$ cat config.mk
export PLATFORM = sky130hd
export DESIGN_NAME = convolve_fpga_div_seq_16s_8ns_16
export DESIGN_NICKNAME = d
export VERILOG_FILES = /design/src/rtl/convolve_fpga_div_pkg.sv /design/src/rtl/convolve_fpga_div_seq_core.sv /design/src/rtl/convolve_fpga_div_seq_16s_8ns_16.sv
export SDC_FILE = /design/constraint.sdc
export NUM_CORES = 1
export LEC_CHECK = 0
export CORE_ASPECT_RATIO = 2
export CORE_UTILIZATION = 31
export CTS_BUF_LIST = sky130_fd_sc_hd__clkbuf_4 sky130_fd_sc_hd__clkbuf_8
export DETAILED_ROUTE_END_ITERATION = 12
export PLACE_DENSITY = 0.61
export SETUP_SLACK_MARGIN = 0.15
export SYNTH_ARGS = -nofsm -noshare
export SYNTH_HDL_FRONTEND = slang
export SYNTH_SLANG_ARGS = --single-unit
$ cat constraint.sdc
create_clock -name clk -period 2.2 [get_ports clk]
set_input_delay 0.22 -clock clk [delete_from_list [all_inputs] [get_ports clk]]
set_output_delay 0.22 -clock clk [all_outputs]
set_load 0.02 [all_outputs]
$ cat src/rtl/convolve_fpga_div_pkg.sv
// rtl/convolve_fpga_div_pkg.sv - shared widths, state encoding and saturation constants for the convolve divider
package convolve_fpga_div_pkg;

    localparam int DIVIDEND_WIDTH = 16;
    localparam int DIVISOR_WIDTH  = 8;
    localparam int CNT_W          = $clog2(DIVIDEND_WIDTH);

    // Divide-by-zero results, chosen by the sign of the dividend
    localparam logic [DIVIDEND_WIDTH-1:0] QMAX = 16'h7FFF;
    localparam logic [DIVIDEND_WIDTH-1:0] QMIN = 16'h8000;

    typedef enum logic [1:0] {
        IDLE = 2'd0,
        BUSY = 2'd1,
        DONE = 2'd2
    } div_state_t;

endpackage

$ cat src/rtl/convolve_fpga_div_seq_core.sv
// rtl/convolve_fpga_div_seq_core.sv - iterative unsigned restoring divide datapath, one quotient bit per ce cycle
module convolve_fpga_div_seq_core
    import convolve_fpga_div_pkg::*;
#(
    parameter int DW = DIVIDEND_WIDTH,
    parameter int VW = DIVISOR_WIDTH
) (
    input  logic          clk,
    input  logic          reset_n,
    input  logic          ce,
    input  logic          start,
    input  logic [DW-1:0] dividend_mag,
    input  logic [VW-1:0] divisor,
    output logic          done,
    output logic [DW-1:0] q_mag,
    output logic [VW-1:0] r_mag
);

    localparam int            CW   = $clog2(DW);
    localparam logic [CW-1:0] LAST = CW'(DW - 1);

    // The largest magnitude (32768 from -32768) still fits DW unsigned bits,
    // so DW iterations cover every dividend bit. dq shifts dividend bits out
    // at the top and quotient bits in at the bottom.
    logic [DW-1:0] dq;
    logic [VW-1:0] r;
    logic [VW-1:0] divisor_q;
    logic [CW-1:0] cnt;
    logic          active;

    logic [VW:0]   trial;
    logic [VW+1:0] diff;
    logic          fits;

    // Trial subtraction of the divisor from the shifted partial remainder
    always_comb begin
        trial = {r, dq[DW-1]};
        diff  = {1'b0, trial} - {2'b00, divisor_q};
        fits  = ~diff[VW+1];
    end

    // Load on start, then one restoring step per ce cycle; done pulses after the last step
    always_ff @(posedge clk or negedge reset_n) begin
        if (!reset_n) begin
            dq        <= '0;
            r         <= '0;
            divisor_q <= '0;
            cnt       <= '0;
            active    <= 1'b0;
            done      <= 1'b0;
        end else if (ce) begin
            done <= 1'b0;
            if (start) begin
                dq        <= dividend_mag;
                r         <= '0;
                divisor_q <= divisor;
                cnt       <= '0;
                active    <= 1'b1;
            end else if (active) begin
                dq  <= {dq[DW-2:0], fits};
                r   <= fits ? diff[VW-1:0] : trial[VW-1:0];
                cnt <= cnt + 1'b1;
                if (cnt == LAST) begin
                    active <= 1'b0;
                    done   <= 1'b1;
                end
            end
        end
    end

    assign q_mag = dq;
    assign r_mag = r;

endmodule

$ cat src/rtl/convolve_fpga_div_seq_16s_8ns_16.sv
// rtl/convolve_fpga_div_seq_16s_8ns_16.sv - signed/unsigned sequential divider top; CONVOLVE_FPGA_DIV_ROUND_EN selects round-half-away-from-zero
module convolve_fpga_div_seq_16s_8ns_16
    import convolve_fpga_div_pkg::*;
#(
    parameter int DIVIDEND_WIDTH = convolve_fpga_div_pkg::DIVIDEND_WIDTH,
    parameter int DIVISOR_WIDTH  = convolve_fpga_div_pkg::DIVISOR_WIDTH
) (
    input  logic                      clk,
    input  logic                      reset_n,
    input  logic                      ce,
    input  logic                      in_valid,
    output logic                      in_ready,
    input  logic [DIVIDEND_WIDTH-1:0] din0,
    input  logic [DIVISOR_WIDTH-1:0]  din1,
    output logic                      out_valid,
    input  logic                      out_ready,
    output logic [DIVIDEND_WIDTH-1:0] dout,
    output logic [DIVISOR_WIDTH:0]    rem,
    output logic                      dbz
);

    localparam int DW = DIVIDEND_WIDTH;
    localparam int VW = DIVISOR_WIDTH;

    div_state_t    state;
    div_state_t    state_nxt;

    logic          accept;
    logic          finish;
    logic          core_done;
    logic          sign_q;
    logic          dbz_q;
    logic [DW-1:0] din0_mag;
    logic [DW-1:0] q_mag;
    logic [DW-1:0] q_fin;
    logic [DW-1:0] q_signed;
    logic [VW-1:0] r_mag;
    logic [VW:0]   r_signed;

    // Magnitude of the dividend; -32768 becomes 0x8000 read as unsigned
    always_comb begin
        din0_mag = din0[DW-1] ? (~din0 + 1'b1) : din0;
    end

    assign accept = in_valid & (state == IDLE);
    assign finish = core_done & (state == BUSY);

    convolve_fpga_div_seq_core #(
        .DW(DW),
        .VW(VW)
    ) u_core (
        .clk         (clk),
        .reset_n     (reset_n),
        .ce          (ce),
        .start       (accept),
        .dividend_mag(din0_mag),
        .divisor     (din1),
        .done        (core_done),
        .q_mag       (q_mag),
        .r_mag       (r_mag)
    );

    // State register, advances only on ce
    always_ff @(posedge clk or negedge reset_n) begin
        if (!reset_n) begin
            state <= IDLE;
        end else if (ce) begin
            state <= state_nxt;
        end
    end

    // Next state and handshake outputs
    always_comb begin
        state_nxt = state;
        in_ready  = (state == IDLE);
        out_valid = (state == DONE);
        case (state)
            IDLE:    if (in_valid)  state_nxt = BUSY;
            BUSY:    if (core_done) state_nxt = DONE;
            DONE:    if (out_ready) state_nxt = IDLE;
            default: state_nxt = IDLE;
        endcase
    end

`ifdef CONVOLVE_FPGA_DIV_ROUND_EN
    logic [VW-1:0] divisor_q;

    // Divisor copy for the half-way comparison at the end of the division
    always_ff @(posedge clk or negedge reset_n) begin
        if (!reset_n) begin
            divisor_q <= '0;
        end else if (ce && accept) begin
            divisor_q <= din1;
        end
    end

    // Round half away from zero; divisor >= 2 whenever this adds, so no overflow
    always_comb begin
        q_fin = q_mag;
        if (!dbz_q && ({r_mag, 1'b0} >= {1'b0, divisor_q})) begin
            q_fin = q_mag + 1'b1;
        end
    end
`else
    // Truncation toward zero only
    always_comb begin
        q_fin = q_mag;
    end
`endif

    // Reapply the dividend sign to quotient and remainder
    always_comb begin
        q_signed = sign_q ? (~q_fin + 1'b1) : q_fin;
        r_signed = sign_q ? (~{1'b0, r_mag} + 1'b1) : {1'b0, r_mag};
    end

    // Capture sign/zero-divisor at accept; publish the result on entry to DONE
    always_ff @(posedge clk or negedge reset_n) begin
        if (!reset_n) begin
            sign_q <= 1'b0;
            dbz_q  <= 1'b0;
            dout   <= '0;
            rem    <= '0;
            dbz    <= 1'b0;
        end else if (ce) begin
            if (accept) begin
                sign_q <= din0[DW-1];
                dbz_q  <= (din1 == '0);
            end
            if (finish) begin
                if (dbz_q) begin
                    dout <= sign_q ? QMIN : QMAX;
                    rem  <= '0;
                    dbz  <= 1'b1;
                end else begin
                    dout <= q_signed;
                    rem  <= r_signed;
                    dbz  <= 1'b0;
                end
            end
        end
    end

endmodule

# Yosys cells after proc, flatten, opt, wreduce, memory -nomap -nowiden
# Cells that the tools add are included.
# word_totals
wordCells	60
register_bits	68
input_bits	29
output_inout_bits	28
# op_classes
bitwise_logic	6
eq_ne	6
n_addsub	5
n_reduce_logical	7
mux	24
# op_table
operator	n
$mux 16	6
$add 16x1->16 const B	2
$not 16->16	2
$mux 8	3
$mux 9	2
$sub 9x8->10	1
$add 9x1->9 const B	1
$not 8->9	1
$logic_not 8->1	1
$mux 4	2
$mux 1	7
$mux 2	3
$pmux 2 s3	1
$reduce_and 2->1	3
$add 4x1->4 const B	1
$eq 4x4->1 const B	1
$ne 2x1->1 const B	2
$reduce_and 4->1	1
$and 1x1->1	2
$eq 2x1->1 const B	1
$eq 2x2->1 const B	1
$logic_not 2->1	1
$ne 2x2->1 const B	1
$reduce_bool 2->1	1
$not 1->1	1

# Longest topological paths before layout
# Gate-level depths: netlist of the first run.
# depth
word_depth	4
depth_mapped	8
mapped_depth_nobuf	8

# Modules after synthesis
# A second synthesis of the first run with hierarchy kept.
# unflattened
cells_unflattened	464
hier_area_um2	4166.5
# modules_own_cells
mod	cells_each	area_per_inst_um2	seq_area_each_um2	instances
convolve_fpga_div_seq_16s_8ns_16	251	2089.5	750.7	1
convolve_fpga_div_seq_core	213	2077.0	950.9	1

# Worst setup path before layout of the first run
# No wires, ideal clock.
# synth_path
path_kind	reg2reg
from	reg u_core.r[1] (netlist: u_core.r_mag[1])
to	reg u_core.r[6] (netlist: u_core.r_mag[6])
t_required_ns	2.104
setup_slack_ns	0.245
stages_incl_launch_ff	8
synth_period_minus_slack_ns	1.955
setup_ns	0.096
t_arrival_ns	1.860
cell_sequence	dfrtp_1 ha_1 o21ai_0 a21oi_1 o311a_1 buf_2 o211a_1 o31ai_1
# synth_between
elab_chain_len	4
# synth_rtl
element	line	text
start: declaration	convolve_fpga_div_seq_core.sv:26	logic [VW-1:0] r;
start signal: assignment	convolve_fpga_div_seq_core.sv:61	r <= fits ? diff[VW-1:0] : trial[VW-1:0];
$sub 9x8->10	convolve_fpga_div_seq_core.sv:38	diff = {1'b0, trial} - {2'b00, divisor_q};
$mux 8	convolve_fpga_div_seq_core.sv:61	
$mux 8	convolve_fpga_div_seq_core.sv:59	end else if (active) begin
$mux 8	convolve_fpga_div_seq_core.sv:53	if (start) begin
# No other way between the ends. The select of a mux whose other input is x is not followed.
# A chain may end at the register's enable or synchronous reset.

# Worst setup path after layout of the first run
# layout_path
from	reg u_core.divisor_q[6]
to	reg u_core.r[2] (netlist: u_core.r_mag[2])
# layout_between
elab_chain_len	4
# layout_rtl
element	line	text
start: declaration	convolve_fpga_div_seq_core.sv:27	logic [VW-1:0] divisor_q;
start signal: assignment	convolve_fpga_div_seq_core.sv:56	divisor_q <= divisor;
$sub 9x8->10	convolve_fpga_div_seq_core.sv:38	
$mux 8	convolve_fpga_div_seq_core.sv:61	
$mux 8	convolve_fpga_div_seq_core.sv:59	
$mux 8	convolve_fpga_div_seq_core.sv:53	
# No other way between the ends. The select of a mux whose other input is x is not followed.

==> results of run 1 <==
logic make-up (layout without fill, tap and decap cells):
family          after synthesis  in the layout  share of synthesized area
buf+inv                      48            127                     0.0483
mux                           7              7                     0.0173
fa+ha+maj                    13             13                     0.0413
compound gates              158            158                      0.248
flops                        68             68                      0.413
simple gates                157            157                      0.189
xor+xnor                     20             20                     0.0425
stage by stage:
stage / hold slack, ns / cell area, sq um / worst slack [ns]
2_1_floorplan: -0.0756 / 4120 / 0.245
3_3_place_gp: 0.267 / 4990 / 0.121
3_5_place_dp: 0.272 / 4990 / 0.0836
4_1_cts: 0.420 / 5240 / 0.181
5_1_grt: 0.456 / 5280 / 0.0922
6_report: 0.396 / 5280 / 0.196
worst max path at each step:
stage,from,to,cells after the start
global placement,din0[6],u_core.q_mag[11],6
finish,u_core.divisor_q[6],u_core.r_mag[2],7
CTS,u_core.q_mag[0],dout[14],7
detailed placement,u_core.r_mag[1],u_core.r_mag[1],6
floorplan,u_core.r_mag[1],u_core.r_mag[6],7
global route,u_core.divisor_q[6],u_core.r_mag[2],7
layout make-up:
class                      instances  area [sq um]
inverter                          20          75.1
fill                            1303          7720
timing repair buffer              91           833
sequential                        68          1700
multi-input combinational        355          2270
clock inverter                     4          47.5
clock buffer                      12           159
tap                              152           190
flip-flops by register name, summed over array words and instances, names as in the netlist:
name / count
u_core.cnt: 4
dout: 16
state: 2
u_core.divisor_q: 8
u_core.active: 1
u_core.q_mag: 16
rem: 9
u_core.r_mag: 8
dbz: 1
sign_q: 1
u_core.done: 1
dbz_q: 1
critical path, stage by stage, from the launching register on:
cell,delay [ns]
dfrtp_1,0.36
inv_1,0.11
ha_4,0.23
a211o_1,0.29
o311a_4,0.40
buf_4,0.17
o2111ai_1,0.17
o311ai_0,0.14
power by group through the flow:
| stage | Combinational, W | Sequential (W) | Clock [W] |
|---|---|---|---|
| after floorplan | 0.00157 | 0.00189 | 0 |
| after global placement | 0.00226 | 0.00193 | 0 |
| after detailed placement | 0.00231 | 0.00195 | 0 |
| after CTS | 0.00237 | 0.00193 | 0.00111 |
| after global routing | 0.00267 | 0.00199 | 0.00114 |
| final | 0.00240 | 0.00194 | 0.00108 |
metal layers:
metal	track usage	up-vias	wire length, microns
met5	0	-	0
met4	0.0786	0	267
met2	0.305	78	5930
met1	0.163	1815	4180
li1	-	1879	-
met3	0.0330	18	383
synth_stat cells, types with 2 or more instances:
master     count
o31ai_1       16
nand4_1        3
a21oi_1       27
nor3b_1        3
o21ai_1        3
ha_1          12
or3_1          4
clkbuf_1      19
a211oi_1       2
nand2_1       61
xnor2_1        7
o211ai_1       6
inv_1         20
or2_2          2
nand2b_1       8
nor2_1        30
or3_4          2
nor4_1         6
a221oi_1       3
a22oi_1        9
o22ai_1       11
buf_2          3
nor2b_1        4
o21ai_0       45
o41ai_1        5
o21a_1         2
mux2i_1        6
a22o_1         6
o2bb2ai_1      2
dfrtp_1       68
o311ai_0       4
a221o_1        2
buf_1          4
nor3_1        15
xor2_1        13
nand3_1        8
buf_6          2
a31oi_1        6
what timing repair did:
item / in CTS / in global routing
setup buffers: 0 / 3
endpoints found under the setup margin: 4 / 11
hold buffers: 1 / 0
hold endpoints to repair: 68 / 0
gates resized for setup: 3 / 5
pin swaps: 1 / 2
cells in the final DEF (no fill, tap or decap), types with 4 or more instances in the layout:
| master | count |
|---|---|
| buf_4 | 33 |
| ha_1 | 10 |
| o31ai_1 | 15 |
| clkbuf_8 | 11 |
| o311ai_0 | 4 |
| o211ai_1 | 6 |
| o21ai_0 | 44 |
| xnor2_1 | 7 |
| o41ai_1 | 5 |
| nor3_1 | 14 |
| a31oi_1 | 6 |
| a22oi_1 | 9 |
| xor2_1 | 13 |
| a22o_1 | 6 |
| o22ai_1 | 11 |
| or3_1 | 4 |
| nor2b_1 | 4 |
| nand3_1 | 8 |
| dfrtp_1 | 68 |
| nand2b_1 | 7 |
| nor2_1 | 30 |
| nor4_1 | 6 |
| clkdlybuf4s50_1 | 55 |
| mux2i_1 | 6 |
| inv_1 | 20 |
| o21ai_1 | 4 |
| nand2_1 | 61 |
| a21oi_1 | 26 |
==> summary.md, run 1 <==
| Metric | Value |
|---|---|
| Die area | `13800 sq um` |
| Worst Max-Slew Pin Slew | `0.495 ns` |
| R2R Path End | `u_core.r_mag[2]` |
| Synth cell types | `60` |
| Non-filler cells, final | `702` |
| Startpoint types | `flop` |
| Largest area contributor in the netlist | `dfrtp_1` |
| CP Data Arrival Time | `2.22 ns` |
| Netlist Area Pre-Place | `4120 sq um` |
| Number of global-route vias before repair | `3657` |
| Clock latency on the worst-skew pair | `0.36 ns` |
| RSZ-0062 raised after global routing | `true` |
| Worst IR Drop VDD | `345 uV` |
| Setup crit end kind | `flop` |
| RR Startpoint | `u_core.divisor_q[6]` |
| Final hold vios | `0` |
| CP Max Fanout | `7` |
| Setup Viol. Count Final | `0` |
| Main area contributors after synthesis | `dfrtp_1 41%, nand2_1 5.6%, o21ai_0 5.5%` |
| Worst-path clk slew | `0.08 ns` |
| Num CTS Buffers | `9` |
| Required @ worst endpoint | `2.42 ns` |
| Seq/Total Area, Yosys | `0.413` |
| Switching share of power | `0.400` |
| Die Ht | `165 microns` |
| Synthesized net count | `513` |
| CTS root buf | `clkbuf_8` |
| First-pass GRT wire length | `17500 microns` |
| Slew Viols, Final | `0` |
| Total GRT Usage | `0.160` |
| Setup CP Type | `flop to flop` |
| Final Wtd Congestion | `0.858` |
| R2R Setup Slk | `0.20 ns` |
| Status | `finished, final reports clean` |
| Skew final | `0.0114 ns` |
| Power Total | `0.00542 W` |
| EDFF count, synth | `0` |
| Slew HR | `0.667` |
| Share of cells above drive strength 1 | `0.131` |
| Share of the synthesized area in the top cell type | `0.413` |
| TritonRoute pass-1 iters | `5` |
| Comb pwr share | `0.443` |
| Sink Count | `68` |
| Clock Power Share | `0.199` |
| PwrDens | `1030 nW/um^2` |
| Internal power | `0.00326 W` |
| Placed cell count | `682` |
| Final net count | `587` |
| Num ports | `57` |
| Starting density of the core | `0.317` |
| Post-route DRC violation count | `0` |
| Vias per cell | `5.40` |
| Grt ovf | `0` |
| Seq cells post-synth | `68` |
| Largest net degree at the start of global routing | `69` |
| Routed WL per cell | `15.3 microns` |
| Leak | `2.21 nW` |
| Row count | `59` |
| DIE WIDTH | `83.5 microns` |
| Async SR Flop Fraction | `1.00` |
| R2R depth | `7` |
| Fmax | `499 MHz` |
| Setup tns final | `0 ns` |
| CTS tree | `yes` |
| Ant diodes | `0` |
| # port buffers | `56` |
| H-tree Lvls | `3` |
| Initial antenna violation count | `0` |
| Clk buf depth | `2` |
| Dominant synthesized flop cell | `dfrtp_1` |
| Mean Syn Cell Area | `8.75 sq um` |
| Via count | `3790` |
| Minimum clock period | `2.00 ns` |
| Area grow syn2layout | `28.1%` |
| Hold Path Class | `input port to async pin` |
| Max Cap Viol | `0` |
| Routed Antenna Nets | `0` |
| DRT iter0 DRCs | `198` |
| Register share of total power | `0.358` |
| Final worst path period share | `0.911` |
| Final wirelength | `10800 microns` |
| Post-Synthesis Cells | `471` |
| Detailed placement HPWL | `8190 microns` |
| Core area | `13000 sq um` |
| Switching pwr | `0.00217 W` |
| Core Util, Final | `0.406` |
| Synth Warn # | `0` |
Note: power is estimated with default switching activity, not from simulation.
==> inputs of run 2 (changes only) <==
Settings changed: CORE_MARGIN set to 8, CTS_CLUSTER_DIAMETER set to 200, GPL_TIMING_DRIVEN set to 0.
==> summary.md, run 2 (same netlist as run 1, synthesis figures left out) <==
| Metric | Value |
|---|---|
| R2R Path End | `u_core.r_mag[6]` |
| Starting density of the core | `0.317 (unchanged)` |
| Post-route DRC violation count | `0 (unchanged)` |
| Internal power | `0.00334 W (+2.7%)` |
| Failing checks | `negative hold slack` |
| H-tree Lvls | `3 (unchanged)` |
| CP Max Fanout | `5 (-2)` |
| R2R Setup Slk | `0.19 ns (about the same)` |
| Final worst path period share | `0.915 (+0.00443)` |
| Final hold vios | `48 (+48)` |
| Num CTS Buffers | `9 (unchanged)` |
| Area grow syn2layout | `28.8%` |
| R2R depth | `6 (-1)` |
| Commonest non-fill, non-tap cells in the layout | `61 x nand2_1, 61 x dfrtp_1, 54 x clkdlybuf4s50_1` |
| TritonRoute pass-1 iters | `6 (+1)` |
| Slew Viols, Final | `0 (unchanged)` |
| Initial antenna violation count | `0 (unchanged)` |
| Final net count | `593 (+1.0%)` |
| Area of the multi-input gates | `2340 sq um (+3.3%)` |
| Hold Path Class | `input port to async pin` |
| Total GRT Usage | `0.140 (-0.0196)` |
| Skew final | `0.0182 ns (+0.00672 ns)` |
| Leak | `2.16 nW (-2.2%)` |
| # fillers | `1295 (-0.61%)` |
| Via count | `3896 (+2.8%)` |
| Die Ht | `179 microns (+8.5%)` |
| Startpoint types | `flop` |
| Post-DP Area | `4860 sq um (-2.7%)` |
| CTS tree | `yes` |
| Detailed placement HPWL | `9500 microns (+16%)` |
| Sink Count | `68 (unchanged)` |
| Clock latency on the worst-skew pair | `0.36 ns (about the same)` |
| Non-filler cells, final | `708 (+0.85%)` |
| Worst IR Drop VDD | `420 uV (+22%)` |
| RSZ-0062 raised after global routing | `true` |
| CP Data Arrival Time | `2.28 ns (+0.06 ns)` |
| Comb pwr share | `0.460 (+0.017)` |
| Setup crit end kind | `flop` |
| Grt ovf | `0 (unchanged)` |
| Worst-path clk slew | `0.08 ns (about the same)` |
| Worst Max-Slew Pin Slew | `0.861 ns (+0.367 ns)` |
| Clk buf depth | `2 (unchanged)` |
| Register share of total power | `0.346 (-0.012)` |
| PwrDens | `1060 nW/um^2 (+3.6%)` |
| Share of cells above drive strength 1 | `0.140 (+0.00938)` |
| Clock Power Share | `0.194 (-0.005)` |
| Setup tns final | `0 ns (unchanged)` |
| Num ports | `57 (unchanged)` |
| Die area | `17500 sq um (+27%)` |
| First-pass GRT wire length | `19900 microns (+14%)` |
| Setup Viol. Count Final | `0 (unchanged)` |
| Vias per cell | `5.50 (+1.9%)` |
| Design Area, Final | `5310 sq um (+0.62%)` |
| Switching share of power | `0.408 (+0.00881)` |
| CTS root buf | `clkbuf_8` |
| Slew HR | `0.426 (-0.241)` |
| DIE WIDTH | `97.5 microns (+17%)` |
| FF+latch area | `1710 sq um (+0.51%)` |
| Number of global-route vias before repair | `4010 (+9.7%)` |
| DRT iter0 DRCs | `228 (+15%)` |
| Switching pwr | `0.00231 W (+6.6%)` |
| Final wirelength | `12500 microns (+16%)` |
| Row count | `59 (unchanged)` |
| # port buffers | `55 (-1.8%)` |
| Minimum clock period | `2.01 ns (+0.00976 ns)` |
| Placed cell count | `678 (-0.59%)` |
| Status | `complete, but fails checks` |
| RR Startpoint | `u_core.r_mag[4]` |
| Routed WL per cell | `17.7 microns (+15%)` |
| Core area | `13000 sq um (unchanged)` |
| Final Wtd Congestion | `0.891 (+3.9%)` |
| Required @ worst endpoint | `2.47 ns (+0.05 ns)` |
| Ant diodes | `0 (unchanged)` |
| Max Cap Viol | `0 (unchanged)` |
| Largest net degree at the start of global routing | `69 (unchanged)` |
| Setup CP Type | `flop to flop` |
| Worst hold margin | `-0.0273 ns (-0.423 ns)` |
| Fmax | `497 MHz (-0.48%)` |
| Routed Antenna Nets | `0 (unchanged)` |
==> run 2: cell types whose count changed in the layout (fill, tap and decap cells not counted), moves of 3 or more <==
cell / previous run / this run
dfrtp_1: 68 / 61
clkbuf_1: 0 / 18
buf_6: 0 / 3
dfrtp_2: 0 / 7
ha_4: 1 / 5
o311ai_0: 4 / 1
o311ai_1: 0 / 3
buf_4: 33 / 14
buf_1: 0 / 3
ha_1: 10 / 5
==> run 2: cell type report <==
class | instances | area share
Buffer | 28 | 0.0250
Clock buffer | 12 | 0.0299
Clock inverter | 4 | 0.00896
Inverter | 20 | 0.0141
Multi-Input combinational cell | 355 | 0.441
Sequential cell | 68 | 0.322
Tap cell | 152 | 0.0358
Timing Repair Buffer | 69 | 0.123
==> run 2: repair_timing <==
action	4_1_cts	5_1_grt
endpoints found under the setup margin	19	21
setup buffers	2	11
cloned	0	1
hold buffers	0	0
pin swaps	2	3
resized for setup	14	25
==> run 2: layer usage <==
layer | GRT usage | routed length, microns | vias to the layer above
met1 | 0.135 | 4490 | 1854
met2 | 0.266 | 6960 | 119
li1 | - | - | 1890
met3 | 0.0293 | 551 | 33
met4 | 0.0833 | 507 | 0
met5 | 0 | 0 | -
==> run 2: worst max-delay path by stage <==
stage / end / cells after the start / startpoint
after detailed placement: u_core.q_mag[6] / 6 / in_valid
final: u_core.r_mag[6] / 6 / u_core.r_mag[4]
after global placement: dout[3] / 1 / reset_n
after CTS: u_core.r_mag[6] / 7 / u_core.r_mag[2]
after floorplan: u_core.r_mag[6] / 7 / u_core.r_mag[1]
after global routing: u_core.r_mag[2] / 5 / u_core.r_mag[5]
==> run 2: worst max-delay path, cell delays in order (launching register included) <==
cell and delay [ns]:
dfrtp_2 0.45, ha_2 0.23, a211o_1 0.33, o311a_4 0.39, buf_6 0.14, o211a_1 0.21
o31ai_2 0.18
==> run 2: power by group through the flow <==
stage	sequential, W	combinational (W)	clock (W)
floorplan	0.00189	0.00157	0
global placement	0.00196	0.00213	0
detailed placement	0.00198	0.00217	0
CTS	0.00196	0.00226	0.00111
global route	0.00201	0.00287	0.00116
finish	0.00196	0.00260	0.00110
==> run 2: metrics by stage <==
stage,worst slack [ns],total power [W],utilization
final,0.186,0.00565,0.409
after global routing,0.104,0.00604,0.409
after CTS,0.0805,0.00532,0.394
after detailed placement,-0.189,0.00415,0.374
after global placement,-1.36,0.00409,0.374
after floorplan,0.245,0.00346,-
==> inputs of run 3 (changes only) <==
Settings changed: CAP_MARGIN set to 15.
==> results of run 3 <==
Final layout, timing and power as in run 2 (identical DEF).
